<file path="config.mk">
export PLATFORM = sky130hd
export DESIGN_NAME = iterative_zeros_counter
export DESIGN_NICKNAME = d
export VERILOG_FILES = /design/src/rtl/lzc_pkg.sv /design/src/rtl/sub_zeros_detector.sv /design/src/rtl/iterative_zeros_counter.sv
export SDC_FILE = /design/constraint.sdc
export NUM_CORES = 1
export LEC_CHECK = 0
export ABC_AREA = 1
export CORE_MARGIN = 8
export CORE_UTILIZATION = 45
export CTS_CLUSTER_SIZE = 40
export DETAILED_ROUTE_END_ITERATION = 12
export HOLD_SLACK_MARGIN = 0.06
export PLACE_DENSITY = 0.79
export SYNTH_ARGS = -nofsm -noshare
export SYNTH_HDL_FRONTEND = slang
export SYNTH_HIERARCHICAL = 1
export SYNTH_SLANG_ARGS = --single-unit
export TNS_END_PERCENT = 1
</file>
<file path="constraint.sdc">
create_clock -name clk -period 1.9 [get_ports clk]
set_input_delay 0.285 -clock clk [delete_from_list [all_inputs] [get_ports clk]]
set_output_delay 0.285 -clock clk [all_outputs]
set_load 0.01 [all_outputs]
</file>
<file path="src/rtl/lzc_pkg.sv">
// lzc_pkg: shared state encoding and nibble-count helper for the iterative leading-zero counter.
package lzc_pkg;

    typedef enum logic [1:0] {LZC_IDLE, LZC_SCAN, LZC_DONE} lzc_state_t;

    function automatic int lzc_nibbles(input int width);
        return (width + 3) / 4;
    endfunction

endpackage

</file>
<file path="src/rtl/sub_zeros_detector.sv">
// sub_zeros_detector: leading-zero count of a single nibble plus an all-zero flag.
module sub_zeros_detector (
    input  logic [3:0] nibble_i,
    output logic [1:0] zeros_o,
    output logic       all_zeros_o
);

    always_comb begin
        all_zeros_o = (nibble_i == 4'h0);
        zeros_o     = nibble_i[3] ? 2'd0 : nibble_i[2] ? 2'd1 : nibble_i[1] ? 2'd2 : 2'd3;
    end

endmodule

</file>
<file path="src/rtl/iterative_zeros_counter.sv">
// iterative_zeros_counter: counts leading zeros one nibble per cycle, MSB first,
// reusing a single 4-bit detector; valid/ready on both sides.
module iterative_zeros_counter
    import lzc_pkg::*;
#(
    parameter int WIDTH = 24,
    localparam int NIBBLES = lzc_nibbles(WIDTH),
    localparam int ZW = $clog2(WIDTH + 1)
) (
    input  logic             clk,
    input  logic             reset,
    input  logic             flush,
    input  logic             in_valid,
    output logic             in_ready,
    input  logic [WIDTH-1:0] value,
    output logic             out_valid,
    input  logic             out_ready,
    output logic [ZW-1:0]    zeros,
    output logic             all_zeros
);

    localparam int PW = 4 * NIBBLES;
    localparam int IW = NIBBLES > 1 ? $clog2(NIBBLES) : 1;

    lzc_state_t    state_q, state_d;
    logic [IW-1:0] idx_q, idx_d;
    logic [PW-1:0] operand_q, operand_d;
    logic [ZW-1:0] zeros_q, zeros_d;
    logic          all_zeros_q, all_zeros_d;
    logic [PW-1:0] shifted;
    logic [1:0]    det_zeros;
    logic          det_all_zeros;

    // Operand is left-aligned so nibble 0 is always the top nibble of the shifted view.
    assign shifted = operand_q << {idx_q, 2'b00};

    sub_zeros_detector u_det (
        .nibble_i    (shifted[PW-1 -: 4]),
        .zeros_o     (det_zeros),
        .all_zeros_o (det_all_zeros)
    );

    always_ff @(posedge clk or posedge reset) begin
        if (reset) begin
            state_q     <= LZC_IDLE;
            idx_q       <= '0;
            operand_q   <= '0;
            zeros_q     <= '0;
            all_zeros_q <= 1'b0;
        end else begin
            state_q     <= state_d;
            idx_q       <= idx_d;
            operand_q   <= operand_d;
            zeros_q     <= zeros_d;
            all_zeros_q <= all_zeros_d;
        end
    end

    always_comb begin
        state_d     = state_q;
        idx_d       = idx_q;
        operand_d   = operand_q;
        zeros_d     = zeros_q;
        all_zeros_d = all_zeros_q;
        if (flush) begin
            state_d     = LZC_IDLE;
            idx_d       = '0;
            zeros_d     = '0;
            all_zeros_d = 1'b0;
        end else begin
            case (state_q)
                LZC_IDLE: if (in_valid) begin
                    operand_d = PW'(value) << (PW - WIDTH);
                    idx_d     = '0;
                    state_d   = LZC_SCAN;
                end
                LZC_SCAN: if (!det_all_zeros) begin
                    zeros_d     = ZW'({idx_q, 2'b00}) + ZW'(det_zeros);
                    all_zeros_d = 1'b0;
                    state_d     = LZC_DONE;
                end else if (idx_q == IW'(NIBBLES - 1)) begin
                    // Padding nibbles are zero too, so force the count to WIDTH.
                    zeros_d     = ZW'(WIDTH);
                    all_zeros_d = 1'b1;
                    state_d     = LZC_DONE;
                end else begin
                    idx_d = idx_q + IW'(1);
                end
                LZC_DONE: if (out_ready) state_d = LZC_IDLE;
                default:  state_d = LZC_IDLE;
            endcase
        end
    end

    assign in_ready  = (state_q == LZC_IDLE);
    assign out_valid = (state_q == LZC_DONE);
    assign zeros     = zeros_q;
    assign all_zeros = all_zeros_q;

    a_range: assert property (@(posedge clk) disable iff (reset) out_valid |-> zeros <= ZW'(WIDTH));
    a_allz:  assert property (@(posedge clk) disable iff (reset) all_zeros |-> zeros == ZW'(WIDTH));
    a_excl:  assert property (@(posedge clk) disable iff (reset) !(in_ready && out_valid));

endmodule
</file>
# Word level (Yosys, flattened, before mapping)
# Cells that the tools add are included.
# Widths: inputs -> output; s select.
[totals]
ff_bits = 35
latchBits = 0
ram_bits = 0
mem_bits_ro = 0
input_bits = 29
out_inout_bits = 8
n_memories = 0
[op_classes]
add_sub_neg = 2
mul = 0
n_div = 0
n_lt_le_gt_ge = 0
eq_ne = 9
shift = 1
mux = 22
n_bitwise = 1
n_reduce_logical = 8
[ops]
columns = ["operator", "n"]
rows = [
  ["$shl 24x5->24", 1],
  ["$mux 5", 4],
  ["$mux 2", 7],
  ["$mux 3", 4],
  ["$ne 3x3->1 const B", 3],
  ["$ne 3x2->1 const B", 2],
  ["$pmux 2 s3", 1],
  ["$pmux 3 s2", 1],
  ["$reduce_and 3->1", 2],
  ["$add 5x2->5", 1],
  ["$mux 1", 5],
  ["$logic_not 4->1", 1],
  ["$ne 4x4->1 const B", 1],
  ["$reduce_and 4->1", 1],
  ["$add 3x1->3 const B", 1],
  ["$eq 3x3->1 const B", 1],
  ["$reduce_bool 3->1", 1],
  ["$eq 2x1->1 const B", 1],
  ["$eq 2x2->1 const B", 1],
  ["$logic_not 2->1", 1],
  ["$reduce_and 2->1", 1],
  ["$reduce_bool 2->1", 1],
  ["$not 1->1", 1],
]

# Depth between registers and ports, before layout
# Gate-level depths: netlist of the first run.
[depth]
word_depth = 8
mapped_depth = 14

# By module
# The synthesis of the first run kept the hierarchy.
[modules_own_cells]
columns = ["module", "instances", "cells_per_inst", "area_each_um2", "seq_area_each_um2"]
rows = [
  ["iterative_zeros_counter", 1, 217, 1719.1, 875.8],
  ["sub_zeros_detector", 1, 9, 40.0, 0.0],
]

# Worst setup path after synthesis of the first run
# No wires, ideal clock.
[synth_timing]
path_kind = "reg2reg"
startpoint = "register idx_q[0]"
endpoint = "register zeros_q[4], in the netlist zeros[4]"
setup_time_ps = 83
t_arrival_ps = 1695
required_ps = 1817
path_slack_ps = 122
stages_incl_launch_ff = 13
path_buffers = 1
period_less_slack_ps = 1778
cell_sequence = "dfrtp_1 inv_1 buf_2 nand2_1 o211ai_1 nand2_1 inv_1 nand2_2 nor2_2 nand2_1 o21ai_1 nand2_1 o21ai_0"
[synth_between]
word_cells_on_any_way = 12
cone_classes = "1 x add/sub; 2 x eq/ne; 1 x shift; 6 x mux; 2 x reduce/logical"
[synth_lines]
columns = ["element", "line_no", "source"]
rows = [
  ["from (decl)", "iterative_zeros_counter.sv:26", "logic [IW-1:0] idx_q, idx_d;"],
  ["from (signal assigned)", "iterative_zeros_counter.sv:52", "idx_q <= idx_d;"],
  ["$shl 24x5->24 (*)", "iterative_zeros_counter.sv:35", "assign shifted = operand_q << {idx_q, 2'b00};"],
  ["named net shifted[23]", "iterative_zeros_counter.sv:30", "logic [PW-1:0] shifted;"],
  ["$logic_not 4->1 (*)", "sub_zeros_detector.sv:9", "all_zeros_o = (nibble_i == 4'h0);"],
  ["named net det_all_zeros", "iterative_zeros_counter.sv:32", "logic det_all_zeros;"],
  ["$mux 5", "iterative_zeros_counter.sv:77", "LZC_SCAN: if (!det_all_zeros) begin"],
  ["$mux 5", "iterative_zeros_counter.sv:71", "case (state_q)"],
  ["$mux 5", "iterative_zeros_counter.sv:65", "if (flush) begin"],
  ["to (signal assigned)", "iterative_zeros_counter.sv:54", "zeros_q <= zeros_d;"],
  ["to (decl)", "iterative_zeros_counter.sv:28", "logic [ZW-1:0] zeros_q, zeros_d;"],
]
# Mark *: on every way through the listed nets, which the timed path passes. The rest lies on a longest branch. The select of a mux whose other input is x is not followed.
# A chain may end at the register's enable or synchronous reset.

# Worst setup path in the final report of the first run
# Ends and elaborated chain as after synthesis.

==> summary.txt, run 1 <==
Status: complete, no violations
CTS tree: done
Antenna violations before repair: 0
Antenna Cells: 0
Largest net degree at the start of global routing: 36
Global route overflow: 0
Mapped cell area: 1760 µm²
Fin crit period: 1.82 ns
Initial DRC count: 73
Most frequent cells in the layout: nand2_1, clkdlybuf4s50_1, dfrtp_1
Fmax: 0.550 GHz
CTS H-Tree Depth: 2
DR WL/cell: 11.8 µm
Sw frac: 31.6%
Port bufs: 36
Global-route wire length before repair: 6150 µm
Vias in the first global route: 1397
Family with the most delay on the worst path: simple AND/OR/NAND/NOR gates
Slowest cell on the critical path: dfrtp_2
GP Congestion: 0.877
Root Driver: clkbuf_8
Row cnt: 22
Final setup margin: 0.0810 ns
Worst clock skew: 0.00758 ns
Clock Sinks: 35
Die area: 6170 µm²
Buffers plus inverters on the worst setup path: 3
DR vias/cell: 4.65
Clock share of power: 25.1%
Routed wire length: 3790 µm
Crit Path Max Fanout: 8
Worst hold path class: input pin to asynchronous set/reset pin
Syn avg cell area: 7.78 µm²
Initial Utilization: 47.3%
FF+latch count, synth: 35
CP Launch Type: register
Post-Synthesis Cells: 226
# hold bufs at CTS: 0
CTS clk-pin slew, worst paths: 0.07 ns
CP Class: register to register
CP Data Required Time: 2.11 ns
Die Height: 78.5 µm
Fraction of layout cells with a size suffix above 1: 16.1%
Post-Syn Nets: 257
Die width: 78.5 µm
DRT Pass-1 Iters: 4
Final setup viols: 0
Static leakage: 1.19 nW
CORE AREA: 3720 µm²
Final Cycle Share: 95.7%
Warnings from Yosys: 6
RSZ-0062 raised after global routing: yes
Setup TNS: 0 ns
Combinational share of power: 28.3%
Layout area overhead: 33.9%
Layout net count: 304
Distinct cells, synth: 19
Worst path max stage delay: 0.45 ns
Clk Latency, worst-skew pair: 0.29 ns
Ports: 37
Crit. End Element: register
CTS max path bufs: 2
Sequential share of power: 46.6%
Most common cell after layout, fill and taps aside: nand2_1
Total track usage: 12.4%
Pwr/cell area: 868 nW/µm²
Slew headroom: 70.9%
Worst slew pin tran: 0.437 ns
Vias: 1496
# DRC: 0
Reg2Reg Setup Slack: 0.08 ns
Worst Path Arrival: 2.03 ns
Fillers: 315
Pre-CTS setup slack: -0.0895 ns
Max-cap viol count: 0
TritonCTS Buffers: 5
Slew Viols, Final: 0
Internal power: 0.00140 W
Post-DP HPWL: 2700 µm
Sequential fraction of the synthesis area: 49.8%
Net switching power: 0.000645 W
CP Cell Sequence: clkinvlp_4 -> nor2_1 -> o21ai_1 -> nand2_1 -> nand2_1 -> inv_1 -> nand2_2 -> nor2_4 -> nand2_4 -> o21ai_2 -> buf_6 -> nand2_2 -> o21ai_2
VDD IR max: 0.000480 V
Final hold viol count: 0
Remaining antenna violation count after routing: 0
==> logic make-up (layout without fill, tap and decap cells) <==
family	after synthesis	count (layout)	synth area share [%]
AO/OA/AOI/OAI	43	43	14.7
adder cells (fa/ha/maj)	2	2	1.42
buffers and inverters	45	93	10.9
AND/OR/NAND/NOR	101	101	23.2
flip-flops	35	35	49.8
==> path summary, 6_finish.rpt <==
check,endpoint,start,depth (start not counted)
max,zeros[4]$_DFFE_PP0P_,idx_q[0]$_DFFE_PP0P_,13
min,zeros[2]$_DFFE_PP0P_,reset,3
max reg2reg,zeros[4]$_DFFE_PP0P_,idx_q[0]$_DFFE_PP0P_,13
min reg2reg,zeros[0]$_DFFE_PP0P_,zeros[0]$_DFFE_PP0P_,2
max in group asynchronous,idx_q[0]$_DFFE_PP0P_,reset,3
min in group clk,zeros[0]$_DFFE_PP0P_,zeros[0]$_DFFE_PP0P_,2
==> worst min-delay path, stage by stage <==
cell and delay (ns):
clkdlybuf4s50_1 0.39, inv_1 0.05, buf_4 0.38
==> flip-flops by register name (all words and copies together) (netlist names) <==
register   cells
operand_q     24
zeros          5
idx_q          3
state_q        2
all_zeros      1
==> what timing repair did <==
| item | 4_1_cts | 5_1_grt |
|---|---|---|
| pin swaps | 0 | 12 |
| buffers inserted | 1 | 2 |
| gates resized for setup | 2 | 24 |
| hold endpoints to repair | 0 | 0 |
| setup endpoints to repair | 6 | 10 |
| cloned | 0 | 1 |
==> power groups by stage <==
stage                     clock network (W)  registers [W]  logic, W
after floorplan                           0       0.000947  0.000349
after global placement                    0       0.000953  0.000515
after detailed placement                  0       0.000958  0.000523
after CTS                          0.000525       0.000947  0.000531
after global routing               0.000548       0.000966  0.000652
final                              0.000513       0.000954  0.000579
==> synth_stat cells, drive strengths merged <==
cell type | n | share of area, %
a21oi | 17 | 6.8
buf | 7 | 2.7
clkbuf | 1 | 0.28
dfrtp | 35 | 50
ha | 2 | 1.4
inv | 37 | 7.9
nand2 | 62 | 13
nand3 | 9 | 2.8
nor2 | 30 | 7.0
o211ai | 4 | 1.7
o21ai | 22 | 6.3
==> metal layers <==
metal	wire [µm]	GRT usage, %	part of all wire [%]
met5	0	0	0
met4	72	6.67	1.9
met3	186	3.30	4.9
met2	1710	18.4	45
met1	1820	15.9	48
==> layout make-up <==
| class | count | area [µm²] | area share (%) |
|---|---|---|---|
| Clock buffer | 7 | 76.3 | 3.24 |
| Timing Repair Buffer | 47 | 458 | 19.4 |
| Multi-Input combinational cell | 146 | 729 | 31.0 |
| Inverter | 37 | 143 | 6.05 |
| Tap cell | 48 | 60.1 | 2.55 |
| Timing Repair inverter | 1 | 7.51 | 0.319 |
| Clock inverter | 1 | 5.00 | 0.212 |
| Sequential cell | 35 | 877 | 37.2 |
==> metrics by stage <==
stage                     hold WS (ns)  std cells  cell area [µm²]  utilization [%]  total power, W
after floorplan                  0.392        226             1760                -         0.00130
after global placement           0.456        310             2190             58.9         0.00147
after detailed placement         0.469        310             2190             58.9         0.00148
after CTS                        0.404        319             2280             61.4         0.00200
after global routing             0.470        322             2360             63.4         0.00217
final                            0.396        322             2360             63.4         0.00205
Power figures use the tool's default switching activity.
==> run 2: changes to the inputs <==
--- a/config.mk
+++ b/config.mk
@@ -7,11 +7,12 @@
 export LEC_CHECK = 0
 export ABC_AREA = 1
 export CORE_MARGIN = 8
-export CORE_UTILIZATION = 45
+export CORE_UTILIZATION = 50
 export CTS_CLUSTER_SIZE = 40
 export DETAILED_ROUTE_END_ITERATION = 12
-export HOLD_SLACK_MARGIN = 0.06
-export PLACE_DENSITY = 0.79
+export HOLD_SLACK_MARGIN = 0.12
+export PLACE_DENSITY = 0.83
+export SETUP_SLACK_MARGIN = 0.15
 export SYNTH_ARGS = -nofsm -noshare
 export SYNTH_HDL_FRONTEND = slang
 export SYNTH_HIERARCHICAL = 1
==> constraint.sdc (replaced) <==
create_clock -name clk -period 2.01 [get_ports clk]
set_input_delay 0.3015 -clock clk [delete_from_list [all_inputs] [get_ports clk]]
set_output_delay 0.3015 -clock clk [all_outputs]
set_load 0.01 [all_outputs]
==> run 2 against run 1 <==
Count of clock-buffer cells in the layout is 1 higher. Sequential power down 5.2%. Global-route usage rose by 1.8 points. Via count is 3.7% higher. Setup slack improved by 0.042 ns. Critical endpoint unchanged. Clock power shrank 16%. Critical path depth decreased by 2. Worst hold slack worse by 0.058 ns. Clock skew down 0.0012 ns. Cell area is the same.
==> summary.txt, run 2 (same netlist as run 1, synthesis figures left out) <==
Fillers: 291 (was 315)
Remaining antenna violation count after routing: 0 (unchanged)
Family with the most delay on the worst path: flip-flops (was simple AND/OR/NAND/NOR gates)
CTS tree: done (unchanged)
Max reg flops: 24 (unchanged)
CORE AREA: 3360 µm² (was 3720 µm²)
# hold bufs at CTS: 0 (unchanged)
CP Data Required Time: 2.29 ns (was 2.11 ns)
Pwr/cell area: 804 nW/µm² (was 868 nW/µm²)
Antenna violations before repair: 0 (unchanged)
Crit. End Element: register (unchanged)
Vias: 1552 (was 1496)
Routed wire length: 3880 µm (was 3790 µm)
Vias in the first global route: 1435 (was 1397)
Ports: 37 (unchanged)
Initial Utilization: 52.3% (was 47.3%)
Clock Sinks: 35 (unchanged)
Layout area overhead: 33.9% (unchanged)
Post-layout util: 70.1% (was 63.4%)
Antenna Cells: 0 (unchanged)
Placed cell count: 306 (was 310)
Fmax: 0.530 GHz (was 0.550 GHz)
Fin crit period: 1.89 ns (was 1.82 ns)
GP Congestion: 0.817 (was 0.877)
Final hold viol count: 0 (unchanged)
Die width: 75.3 µm (was 78.5 µm)
Pre-CTS setup slack: 0.0390 ns (was -0.0895 ns)
Max-cap viol count: 0 (unchanged)
RSZ-0062 raised after global routing: yes (unchanged)
DR WL/cell: 12.2 µm (was 11.8 µm)
Fraction of layout cells with a size suffix above 1: 17.2% (was 16.1%)
Final Cycle Share: 93.9% (was 95.7%)
Final setup margin: 0.123 ns (was 0.0810 ns)
VDD IR max: 0.000504 V (was 0.000480 V)
Flip-flop and latch area: 877 µm² (unchanged)
Initial DRC count: 89 (was 73)
CP Cell Sequence: clkinvlp_4 -> o211ai_1 -> nand2_1 -> inv_2 -> nand2_2 -> nor2_4 -> nand2_4 -> o21ai_2 -> buf_6 -> nand2_2 -> o21ai_1 (was clkinvlp_4 -> nor2_1 -> o21ai_1 -> nand2_1 -> nand2_1 -> inv_1 -> nand2_2 -> nor2_4 -> nand2_4 -> o21ai_2 -> buf_6 -> nand2_2 -> o21ai_2)
Footprint of the multi-input gates: 734 µm² (was 729 µm²)
Reg with most FFs: operand_q (unchanged)
CTS max path bufs: 2 (unchanged)
Row cnt: 21 (was 22)
Worst slew pin tran: 0.421 ns (was 0.437 ns)
CP Depth: 11 (was 13)
Slew headroom: 71.9% (was 70.9%)
Port bufs: 36 (unchanged)
DR vias/cell: 4.87 (was 4.65)
Final setup viols: 0 (unchanged)
Setup TNS: 0 ns (unchanged)
CP Class: register to register (unchanged)
Worst path max stage delay: 0.48 ns (was 0.45 ns)
Static leakage: 1.18 nW (was 1.19 nW)
Largest registers: operand_q: 24 flops, zeros: 5 flops, idx_q: 3 flops (unchanged)
Worst clock skew: 0.00634 ns (was 0.00758 ns)
Buffers plus inverters on the worst setup path: 3 (unchanged)
Fin cells: 319 (was 322)
Total track usage: 14.2% (was 12.4%)
CTS H-Tree Depth: 2 (unchanged)
Slowest cell on the critical path: dfrtp_2 (unchanged)
Worst hold path class: input pin to asynchronous set/reset pin (unchanged)
Status: complete, no violations (unchanged)
Crit Path Max Fanout: 8 (unchanged)
Post-DP HPWL: 2690 µm (was 2700 µm)
Global-route wire length before repair: 6100 µm (was 6150 µm)
Most frequent cells in the layout: nand2_1, clkdlybuf4s50_1, dfrtp_1 (unchanged)
CTS clk-pin slew, worst paths: 0.10 ns (was 0.07 ns)
DRT Pass-1 Iters: 4 (unchanged)
Clk Latency, worst-skew pair: 0.35 ns (was 0.29 ns)
TritonCTS Buffers: 5 (unchanged)
Most frequent CP cell: nand2_2
Layout net count: 303 (was 304)
Slew Viols, Final: 0 (unchanged)
Die area: 5670 µm² (was 6170 µm²)
Worst Reg-to-Reg Cells: 11 (was 13)
Most common cell after layout, fill and taps aside: nand2_1 (unchanged)
CP Launch Type: register (unchanged)
Root Driver: clkbuf_4 (was clkbuf_8)
Global route overflow: 0 (unchanged)
Die Height: 75.3 µm (was 78.5 µm)
# DRC: 0 (unchanged)
Worst Path Arrival: 2.17 ns (was 2.03 ns)
Largest net degree at the start of global routing: 36 (unchanged)
Worst hold margin: 0.338 ns (was 0.396 ns)
==> run 2: cell count changes in the layout (fill, tap and decap cells not counted), sizes merged <==
cell    delta
clkinv     -1
buf        -2
clkbuf     +2
==> run 2: routing by layer <==
| layer | up-vias | share of wire [%] | global-route usage (%) |
|---|---|---|---|
| met5 | - | 0 | 0 |
| met4 | 0 | 1.5 | 6.40 |
| met3 | 6 | 5.8 | 5.39 |
| met2 | 40 | 48 | 22.9 |
| met1 | 714 | 45 | 16.3 |
| li1 | 792 | - | - |
==> run 2: power breakdown <==
group | switching [W] | total (W) | internal (W)
Combinational | 0.000307 | 0.000561 | 0.000254
Sequential | 0.0000708 | 0.000904 | 0.000834
Clock | 0.000223 | 0.000429 | 0.000206
==> run 2: timing repair <==
item | in CTS | in global routing
gates resized for setup | 3 | 26
pin swaps | 1 | 11
setup endpoints to repair | 10 | 11
setup buffers | 1 | 2
gates cloned | 0 | 2
==> run 2: worst paths after layout <==
path	from	endpoint	slack, ns
worst max-delay path	idx_q[0]$_DFFE_PP0P_	zeros[4]$_DFFE_PP0P_	0.12
worst min-delay path	reset	zeros[1]$_DFFE_PP0P_	0.34
worst max register to register	idx_q[0]$_DFFE_PP0P_	zeros[4]$_DFFE_PP0P_	0.12
worst min register to register	zeros[1]$_DFFE_PP0P_	zeros[1]$_DFFE_PP0P_	0.48
max in group asynchronous	reset	idx_q[0]$_DFFE_PP0P_	1.35
min in group clk	zeros[1]$_DFFE_PP0P_	zeros[1]$_DFFE_PP0P_	0.48
==> run 2: through the flow <==
step / power, W / cell area (µm²)
final: 0.00189 / 2360
after global routing: 0.00203 / 2360
after CTS: 0.00183 / 2250
after detailed placement: 0.00139 / 2170
after global placement: 0.00138 / 2170
after floorplan: 0.00122 / 1760
==> run 2: layout make-up <==
type,count,share of cell area [%]
clock buffer,8,2.92
timing repair inverter,1,0.319
tap,46,2.44
sequential,35,37.2
multi-input combinational,146,31.2
timing repair buffer,46,19.9
inverter,37,6.05
==> run 2: worst min-delay path: stages <==
cell	delay (ns)
clkdlybuf4s50_1	0.39
inv_1	0.05
buf_4	0.37
==> run 3: changes to the inputs <==
--- a/config.mk
+++ b/config.mk
@@ -6,12 +6,12 @@
 export NUM_CORES = 1
 export LEC_CHECK = 0
 export ABC_AREA = 1
+export CORE_ASPECT_RATIO = 1.5
 export CORE_MARGIN = 8
 export CORE_UTILIZATION = 50
-export CTS_CLUSTER_SIZE = 40
 export DETAILED_ROUTE_END_ITERATION = 12
 export HOLD_SLACK_MARGIN = 0.12
-export PLACE_DENSITY = 0.83
+export PLACE_DENSITY = 0.8
 export SETUP_SLACK_MARGIN = 0.15
 export SYNTH_ARGS = -nofsm -noshare
 export SYNTH_HDL_FRONTEND = slang
==> run 3 against run 2 <==
Non-clock buffer count decreased by 2. Worst hold slack better by 0.064 ns. Fmax grew 5.2%. Clock skew down 0.0039 ns. Combinational power is 4% lower. Total power is 4.4% higher. Critical path depth rose by 2. Largest cell class unchanged.
==> summary.txt, run 3 (same netlist as run 1, synthesis figures left out) <==
Largest registers: operand_q: 24 flops, zeros: 5 flops, idx_q: 3 flops (unchanged)
Post-placement cell area: 2170 µm² (unchanged)
Row cnt: 26 (was 21)
Port bufs: 36 (unchanged)
Total track usage: 13.9% (was 14.2%)
# DRC: 0 (unchanged)
Max-cap viol count: 0 (unchanged)
Fraction of layout cells with a size suffix above 1: 15.9% (was 17.2%)
Crit. End Element: register (unchanged)
Root Driver: clkbuf_8 (was clkbuf_4)
RSZ-0062 raised after global routing: yes (unchanged)
Status: complete, no violations (unchanged)
Global-route wire length before repair: 6380 µm (was 6100 µm)
DR WL/cell: 11.9 µm (was 12.2 µm)
Most frequent cells in the layout: nand2_1, clkdlybuf4s50_1, dfrtp_1 (unchanged)
Fin cells: 313 (was 319)
Worst hold path class: input pin to asynchronous set/reset pin (unchanged)
Ports: 37 (unchanged)
CTS max path bufs: 2 (unchanged)
Worst clock skew: 0.00240 ns (was 0.00634 ns)
DRT Pass-1 Iters: 4 (unchanged)
Slew Viols, Final: 0 (unchanged)
Initial Utilization: 52.0% (was 52.3%)
# hold bufs at CTS: 0 (unchanged)
Reg with most FFs: operand_q (unchanged)
Antenna Cells: 0 (unchanged)
Slew headroom: 72.7% (was 71.9%)
Initial DRC count: 57 (was 89)
Fin crit period: 1.79 ns (was 1.89 ns)
CTS clk-pin slew, worst paths: 0.06 ns (was 0.10 ns)
Max reg flops: 24 (unchanged)
CP Launch Type: register (unchanged)
Clk Latency, worst-skew pair: 0.28 ns (was 0.35 ns)
Crit Path Max Fanout: 13 (was 8)
Layout area overhead: 33.1% (was 33.9%)
CP Class: register to register (unchanged)
VDD IR max: 0.000686 V (was 0.000504 V)
Reg2Reg Setup Slack: 0.22 ns (was 0.12 ns)
CP Data Required Time: 2.23 ns (was 2.29 ns)
Worst slew pin tran: 0.410 ns (was 0.421 ns)
Post-DP HPWL: 2790 µm (was 2690 µm)
Vias: 1535 (was 1552)
Die Height: 88.6 µm (was 75.3 µm)
Static leakage: 1.18 nW (about the same)
Fmax: 0.558 GHz (was 0.530 GHz)
Final hold viol count: 0 (unchanged)
Placed cell count: 301 (was 306)
Pwr/cell area: 844 nW/µm² (was 804 nW/µm²)
Routed wire length: 3740 µm (was 3880 µm)
GP Congestion: 0.789 (was 0.817)
TritonCTS Buffers: 5 (unchanged)
Layout net count: 301 (was 303)
CTS tree: done (unchanged)
Setup TNS: 0 ns (unchanged)
Most common cell after layout, fill and taps aside: nand2_1 (unchanged)
Die width: 64.4 µm (was 75.3 µm)
Global route overflow: 0 (unchanged)
CTS H-Tree Depth: 2 (unchanged)
Worst Reg-to-Reg Cells: 13 (was 11)
Clock Sinks: 35 (unchanged)
Design area: 2340 µm² (was 2360 µm²)
Post-layout util: 69.2% (was 70.1%)
Remaining antenna violation count after routing: 0 (unchanged)
Worst Path Arrival: 2.01 ns (was 2.17 ns)
Vias in the first global route: 1578 (was 1435)
Antenna violations before repair: 0 (unchanged)
Final setup viols: 0 (unchanged)
Fillers: 293 (was 291)
Final Cycle Share: 89.2% (was 93.9%)
Die area: 5710 µm² (was 5670 µm²)
CORE AREA: 3380 µm² (was 3360 µm²)
Largest net degree at the start of global routing: 50 (was 36)
DR vias/cell: 4.90 (was 4.87)
run 3: changes by cell type in the layout (fill, tap and decap cells not counted), sizes merged:
| cell | previous run | this run |
|---|---|---|
| buf | 9 | 8 |
| clkbuf | 9 | 8 |
run 3: power by group:
part	switching [W]	leakage, nW	internal (W)
sequential	0.0000658	0.424	0.000835
clock	0.000223	0.0515	0.000312
combinational	0.000301	0.704	0.000240
total	0.000590	1.18	0.00139
run 3: worst max-delay path, stage by stage, from the launching register on:
cell and delay (ns):
dfrtp_2 0.46, buf_8 0.16, o21ai_0 0.15, o21ai_0 0.09, nand2_1 0.07, nand2_1 0.05
inv_1 0.06, nand2_2 0.06, nor2_4 0.12, nand2_2 0.08, o21ai_1 0.14, buf_4 0.16
nand2_1 0.07, nand2_1 0.06
run 3: final timing paths:
kind                                       startpoint               endpoint
worst max-delay path             idx_q[0]$_DFFE_PP0P_   zeros[2]$_DFFE_PP0P_
worst min-delay path                            reset   zeros[0]$_DFFE_PP0P_
worst max register to register   idx_q[0]$_DFFE_PP0P_   zeros[2]$_DFFE_PP0P_
worst min register to register  all_zeros$_DFFE_PP0P_  all_zeros$_DFFE_PP0P_
max in group asynchronous                       reset   idx_q[0]$_DFFE_PP0P_
min in group clk                all_zeros$_DFFE_PP0P_  all_zeros$_DFFE_PP0P_
run 3: cell type report:
type / instances / area (µm²) / share of cell area (%)
Multi-Input combinational cell: 146 / 722 / 30.8
Inverter: 37 / 143 / 6.09
Sequential cell: 35 / 877 / 37.4
Tap cell: 42 / 52.6 / 2.24
Clock buffer: 8 / 100 / 4.27
Timing Repair Buffer: 44 / 440 / 18.8
Timing Repair inverter: 1 / 7.51 / 0.321
run 3: stage by stage:
| step | hold slack, ns | setup slack (ns) | total power, W |
|---|---|---|---|
| finish | 0.402 | 0.217 | 0.00198 |
| global route | 0.448 | 0.0725 | 0.00212 |
| CTS | 0.417 | 0.184 | 0.00194 |
| detailed placement | 0.468 | 0.0342 | 0.00140 |
| global placement | 0.455 | 0.103 | 0.00138 |
| floorplan | 0.409 | 0.232 | 0.00122 |
run 3: layer usage:
metal	share of wire (%)	vias up	global-route usage (%)
li1	-	783	-
met1	39	714	13.6
met2	55	30	26.1
met3	3.7	8	2.41
met4	2.4	0	8.76
met5	0	-	0
run 3: timing repair:
item | in CTS | in global routing
pin swaps | 0 | 8
setup endpoints to repair | 10 | 10
gates resized for setup | 5 | 18
cloned | 1 | 0
buffers inserted | 0 | 3
